--- config.mk ---
export PLATFORM = sky130hd
export DESIGN_NAME = seg_scan_ctrl
export DESIGN_NICKNAME = d
export VERILOG_FILES = /design/src/rtl/seg_scan_ctrl.sv
export SDC_FILE = /design/constraint.sdc
export NUM_CORES = 1
export LEC_CHECK = 0
export ABC_AREA = 1
export CAP_MARGIN = 10
export CORE_ASPECT_RATIO = 1.5
export CORE_UTILIZATION = 30
export DETAILED_ROUTE_END_ITERATION = 8
export PLACE_DENSITY = 0.49
export SLEW_MARGIN = 10
export SYNTH_ARGS = -nofsm -noshare
export SYNTH_HDL_FRONTEND = slang
export SYNTH_SLANG_ARGS = --single-unit
--- constraint.sdc ---
create_clock -name clk -period 2.65 [get_ports clk]
set_clock_uncertainty 0.2 [all_clocks]
set_input_delay 0.265 -clock clk [delete_from_list [all_inputs] [get_ports clk]]
set_output_delay 0.265 -clock clk [all_outputs]
set_load 0.1 [all_outputs]
--- src/rtl/seg_scan_ctrl.sv ---
// Four-digit multiplexed hex display scanner: gap/drive anode sequencing,
// shadow-buffered updates applied only at frame boundaries, leading-zero suppression.
module seg_scan_ctrl #(
    parameter int unsigned DWELL = 1000,
    parameter int unsigned GAP   = 4
) (
    input  logic        clk,
    input  logic        rst,
    input  logic        load,
    input  logic [15:0] data_in,
    input  logic [3:0]  blank_mask,
    input  logic        lzs,
    output logic [3:0]  nib,
    output logic [3:0]  an,
    output logic        pend,
    output logic        frame_start
);

    localparam int unsigned CMAX = (DWELL > GAP) ? DWELL : GAP;
    localparam int unsigned CW   = (CMAX > 1) ? $clog2(CMAX) : 1;
    localparam logic [CW-1:0] GAP_LAST   = CW'(GAP - 1);
    localparam logic [CW-1:0] DWELL_LAST = CW'(DWELL - 1);

    typedef enum logic {S_GAP, S_DRIVE} state_t;

    state_t        state, state_n;
    logic [1:0]    d, d_n;
    logic [CW-1:0] cnt, cnt_n;
    logic [15:0]   disp, disp_n;
    logic [15:0]   shadow;
    logic          started;
    logic          boundary;
    logic [3:0]    lz;
    logic          blank;

    // Outputs are registered from the next-state values so that an/nib/frame_start
    // describe the same cycle that state/d/cnt describe.
    always_comb begin
        state_n  = state;
        d_n      = d;
        cnt_n    = cnt;
        boundary = 1'b0;
        if (!started) begin
            // first cycle after reset opens a fresh frame
            state_n  = S_GAP;
            d_n      = 2'd0;
            cnt_n    = '0;
            boundary = 1'b1;
        end else begin
            case (state)
                S_GAP: begin
                    if (cnt == GAP_LAST) begin
                        state_n = S_DRIVE;
                        cnt_n   = '0;
                    end else begin
                        cnt_n = cnt + CW'(1);
                    end
                end
                S_DRIVE: begin
                    if (cnt == DWELL_LAST) begin
                        state_n  = S_GAP;
                        d_n      = d + 2'd1;
                        cnt_n    = '0;
                        boundary = (d == 2'd3);
                    end else begin
                        cnt_n = cnt + CW'(1);
                    end
                end
                default: begin
                    state_n = S_GAP;
                    cnt_n   = '0;
                end
            endcase
        end

        disp_n = (boundary && pend) ? shadow : disp;

        lz[0] = 1'b0;
        lz[1] = (disp_n[15:4]  == 12'h000);
        lz[2] = (disp_n[15:8]  == 8'h00);
        lz[3] = (disp_n[15:12] == 4'h0);
        blank = blank_mask[d_n] | (lzs & lz[d_n]);
    end

    always_ff @(posedge clk) begin
        if (rst) begin
            state       <= S_GAP;
            d           <= 2'd0;
            cnt         <= '0;
            disp        <= '0;
            shadow      <= '0;
            pend        <= 1'b0;
            started     <= 1'b0;
            an          <= '1;
            nib         <= '0;
            frame_start <= 1'b0;
        end else begin
            state       <= state_n;
            d           <= d_n;
            cnt         <= cnt_n;
            disp        <= disp_n;
            started     <= 1'b1;
            if (load)
                shadow <= data_in;
            // a load on the transfer edge keeps pend set for the new shadow value
            pend        <= load | (pend & ~boundary);
            an          <= (state_n == S_DRIVE && !blank) ? ~(4'b0001 << d_n) : 4'b1111;
            nib         <= disp_n[{d_n, 2'b00} +: 4];
            frame_start <= boundary;
        end
    end

endmodule
==> summary.txt <==
Status
  – Run status: finished, final reports clean

Logic synthesis
  – Mapped Cells: about 310
  – Number of synthesized flops with an enable pin: 0
  – Synth warn: 0
  – Synthesized flop and latch total: 56
  – Unique masters post-synth: 32
  – Area leader, netlist: dfxtp_1
  – Post-synth top area share: 47.6%
  – Synthesized Nets: 340
  – Most common flop cell mapped by yosys: dfxtp_1
  – Asr flop ratio synth: 0%
  – Syn Std Cell Area: about 0.0024 sq mm
  – Post-synthesis sequential area ratio: 47.6%
  – Commonest cells post-synth: nor2_1, dfxtp_1, nand2_1
  – Synth area leaders: dfxtp_1, nor2_1, nand2_1
  – Most frequent cell after synthesis: nor2_1
  – Synth Area per Inst: 7.51 sq um

Power
  – Peak supply drop: about 0.27 mV
  – Psw: 401 uW
  – Power Density: 586 mW/mm^2
  – Clk network pwr share: 38.9%
  – Tot Pwr: 1710 uW
  – Combinational power share: 9.2%
  – Reg power frac: 52.0%
  – Leakage power: roughly 0.0012 uW
  – Switch share: 23.5%
  – Internal Power: 1310 uW

Setup path
  – CP arrival: 2280 ps
  – Kind of critical path: flip-flop to flip-flop
  – Setup crit end kind: flip-flop
  – Critical path peak fanout: 22
  – Critical Path Source: cnt[0]
  – Critical Path Source Type: flip-flop
  – WP data required: 2630 ps
  – Worst r2r src: cnt[0]

Clock tree
  – Hold_buf cts: 0
  – Root Driver: clkbuf_16
  – Clk slew on worst S/H paths: around 70 ps
  – Clock tree buffer depth: 2
  – Clk Latency, worst-skew pair: roughly 290 ps
  – # clock sinks: 56
  – H-tree Lvls: 2
  – # resized after CTS: 0
  – TritonCTS clock tree: built
  – Post-CTS setup buffers: 0
  – CTS buffer count: 5

Placed design
  – IO buf count: 33
  – Placed wire-length estimate: 4030 um
  – DP Area: 0.00277 sq mm
  – Placed Instances: between 400 and 500
  – Gp weighted congestion: roughly 0.89

Global route
  – Total track usage: 14.3%
  – Largest net degree at the start of global routing: 23
  – Vias in the first global route: between 1500 and 2000
  – Global-route wire length before repair: 8810 um
  – Congestion Overflow GR: 0
  – Initial antenna violation count: 0

Timing
  – Total negative setup slack: 0 ps
  – Worst-Margin Slew: 538 ps
  – RSZ-0062 raised after global routing: false
  – Final max-slew violation count: 0
  – Final min period: 2300 ps
  – Peak Freq: 0.435 GHz
  – Final Hold Fails: 0
  – Slew HR: 63.8%
  – Period utilization: 86.8%
  – Setup violations, final: 0

Routing
  – Starting DRT DRC Count: 78
  – Vias per std cell: 4.45
  – Routed len/inst: 11.6 um
  – Vias: 2005
  – Antenna-violating nets left: 0
  – Detailed Routing Iterations Pass 1: 4
  – Total wire length: 5210 um
  – DR DRC count: 0

Cells and area
  – Ant diodes: 0
  – Layout area overhead: 23.7%
  – Finished Cell Area: 0.00292 sq mm
  – Final Util: 38.3%
  – Total of fill cells in the finished design: 842
  – Final net count: between 300 and 400
  – Post-route insts no fill: ~450
  – Layout cells sized above 1: 13.2%

Die
  – Core Area: 0.00761 sq mm
  – Initial core utilization: 31.0%
  – DIE HEIGHT: 111 um
  – Num rows: 39
  – Die X-Extent: 74.4 um
  – Io pins: 34
  – Total die area: 0.00822 sq mm

Worst hold path
  – Hold crit path type: flip-flop to flip-flop
  – Hold path startpoint: cnt[0]

Flow run
  – Max-Cap Viols: 0
[routing by layer]
layer,track usage (%),share of wire (%),vias up
met5,0,0,-
met4,7.67,3.1,0
met3,3.10,4.1,13
met2,24.1,52,38
met1,16.0,41,900
li1,-,-,1054
[placed cells by master (no fill, tap or decap)]
master,instances
xor2_1,4
nand3_4,2
nand2_4,1
nand3_1,10
a21oi_1,5
or2_0,2
o21a_1,1
buf_4,13
nor3_1,4
ha_1,2
clkinv_2,2
nand2_2,4
clkdlybuf4s50_1,23
nand3_2,2
o21ai_0,23
clkbuf_8,1
and3_2,1
nand4_1,6
o41ai_2,1
o21ai_2,4
a31oi_1,1
nor3b_1,1
nor2_2,3
inv_1,31
nand2_1,51
inv_2,4
o21ai_1,1
clkinv_1,1
nor2_4,3
o22ai_1,4
clkbuf_16,5
dfxtp_1,56
nor2_1,77
[kinds of logic (layout without fill, tap and decap cells)]
logic type / count (synthesis) / in the layout / synth area share (%)
AOI/OAI and AO/OA: 40 / 40 / 9.98
xor gates and xnor gates: 4 / 4 / 1.49
adders and majority gates: 2 / 2 / 1.06
buffers and inverters: 45 / 80 / 7.70
DFF: 56 / 56 / 47.6
and+or+nand+nor: 167 / 167 / 32.2
[area by class of cell]
cell class,count,area [sq um],area share (%)
clock buffers,6,139,4.76
clock inverters,2,10.0,0.343
inverters,36,135,4.64
multi-input cells,213,1050,36.2
flip-flops and latches,56,1120,38.5
well taps,102,128,4.38
repair buffers,36,328,11.2
[power groups by stage]
stage | logic, uW | clock network [uW] | registers (uW)
2_1_floorplan | 75.7 | 0 | 925
3_3_place_gp | 159 | 0 | 906
3_5_place_dp | 159 | 0 | 906
4_1_cts | 160 | 687 | 887
5_1_grt | 176 | 718 | 890
6_report | 157 | 663 | 887
[critical path, cell delays in order, from the launching register on]
cell and delay (ps):
dfxtp_1 350, ha_1 210, nand2_2 90, nor2_4 130, nand3_4 100, nand2_4 120, nand3_4 240, or2_0 280
o21ai_0 140, o22ai_1 110, nor2_1 150, nor2_1 60
[through the flow]
step | hold slack, ps | worst slack, ps
3_3_place_gp | 225 | 358
2_1_floorplan | 200 | 333
3_5_place_dp | 240 | 357
6_report | 243 | 351
5_1_grt | 288 | 114
4_1_cts | 250 | 341
[path summary, 6_finish.rpt]
check                           cells after the start  slack, ps     end
worst min register to register                      1        240  cnt[0]
worst max register to register                     11        350  nib[2]
worst min-delay path                                1        240  cnt[0]
worst max-delay path                               11        350  nib[2]
[sequential cells by signal, summed over array words and instances, names as in the netlist]
signal,cells
an,4
cnt,10
d,2
disp,16
frame_start,1
nib,4
pend,1
shadow,16
started,1
state,1
No activity file was read; power rests on OpenSTA's default activity.
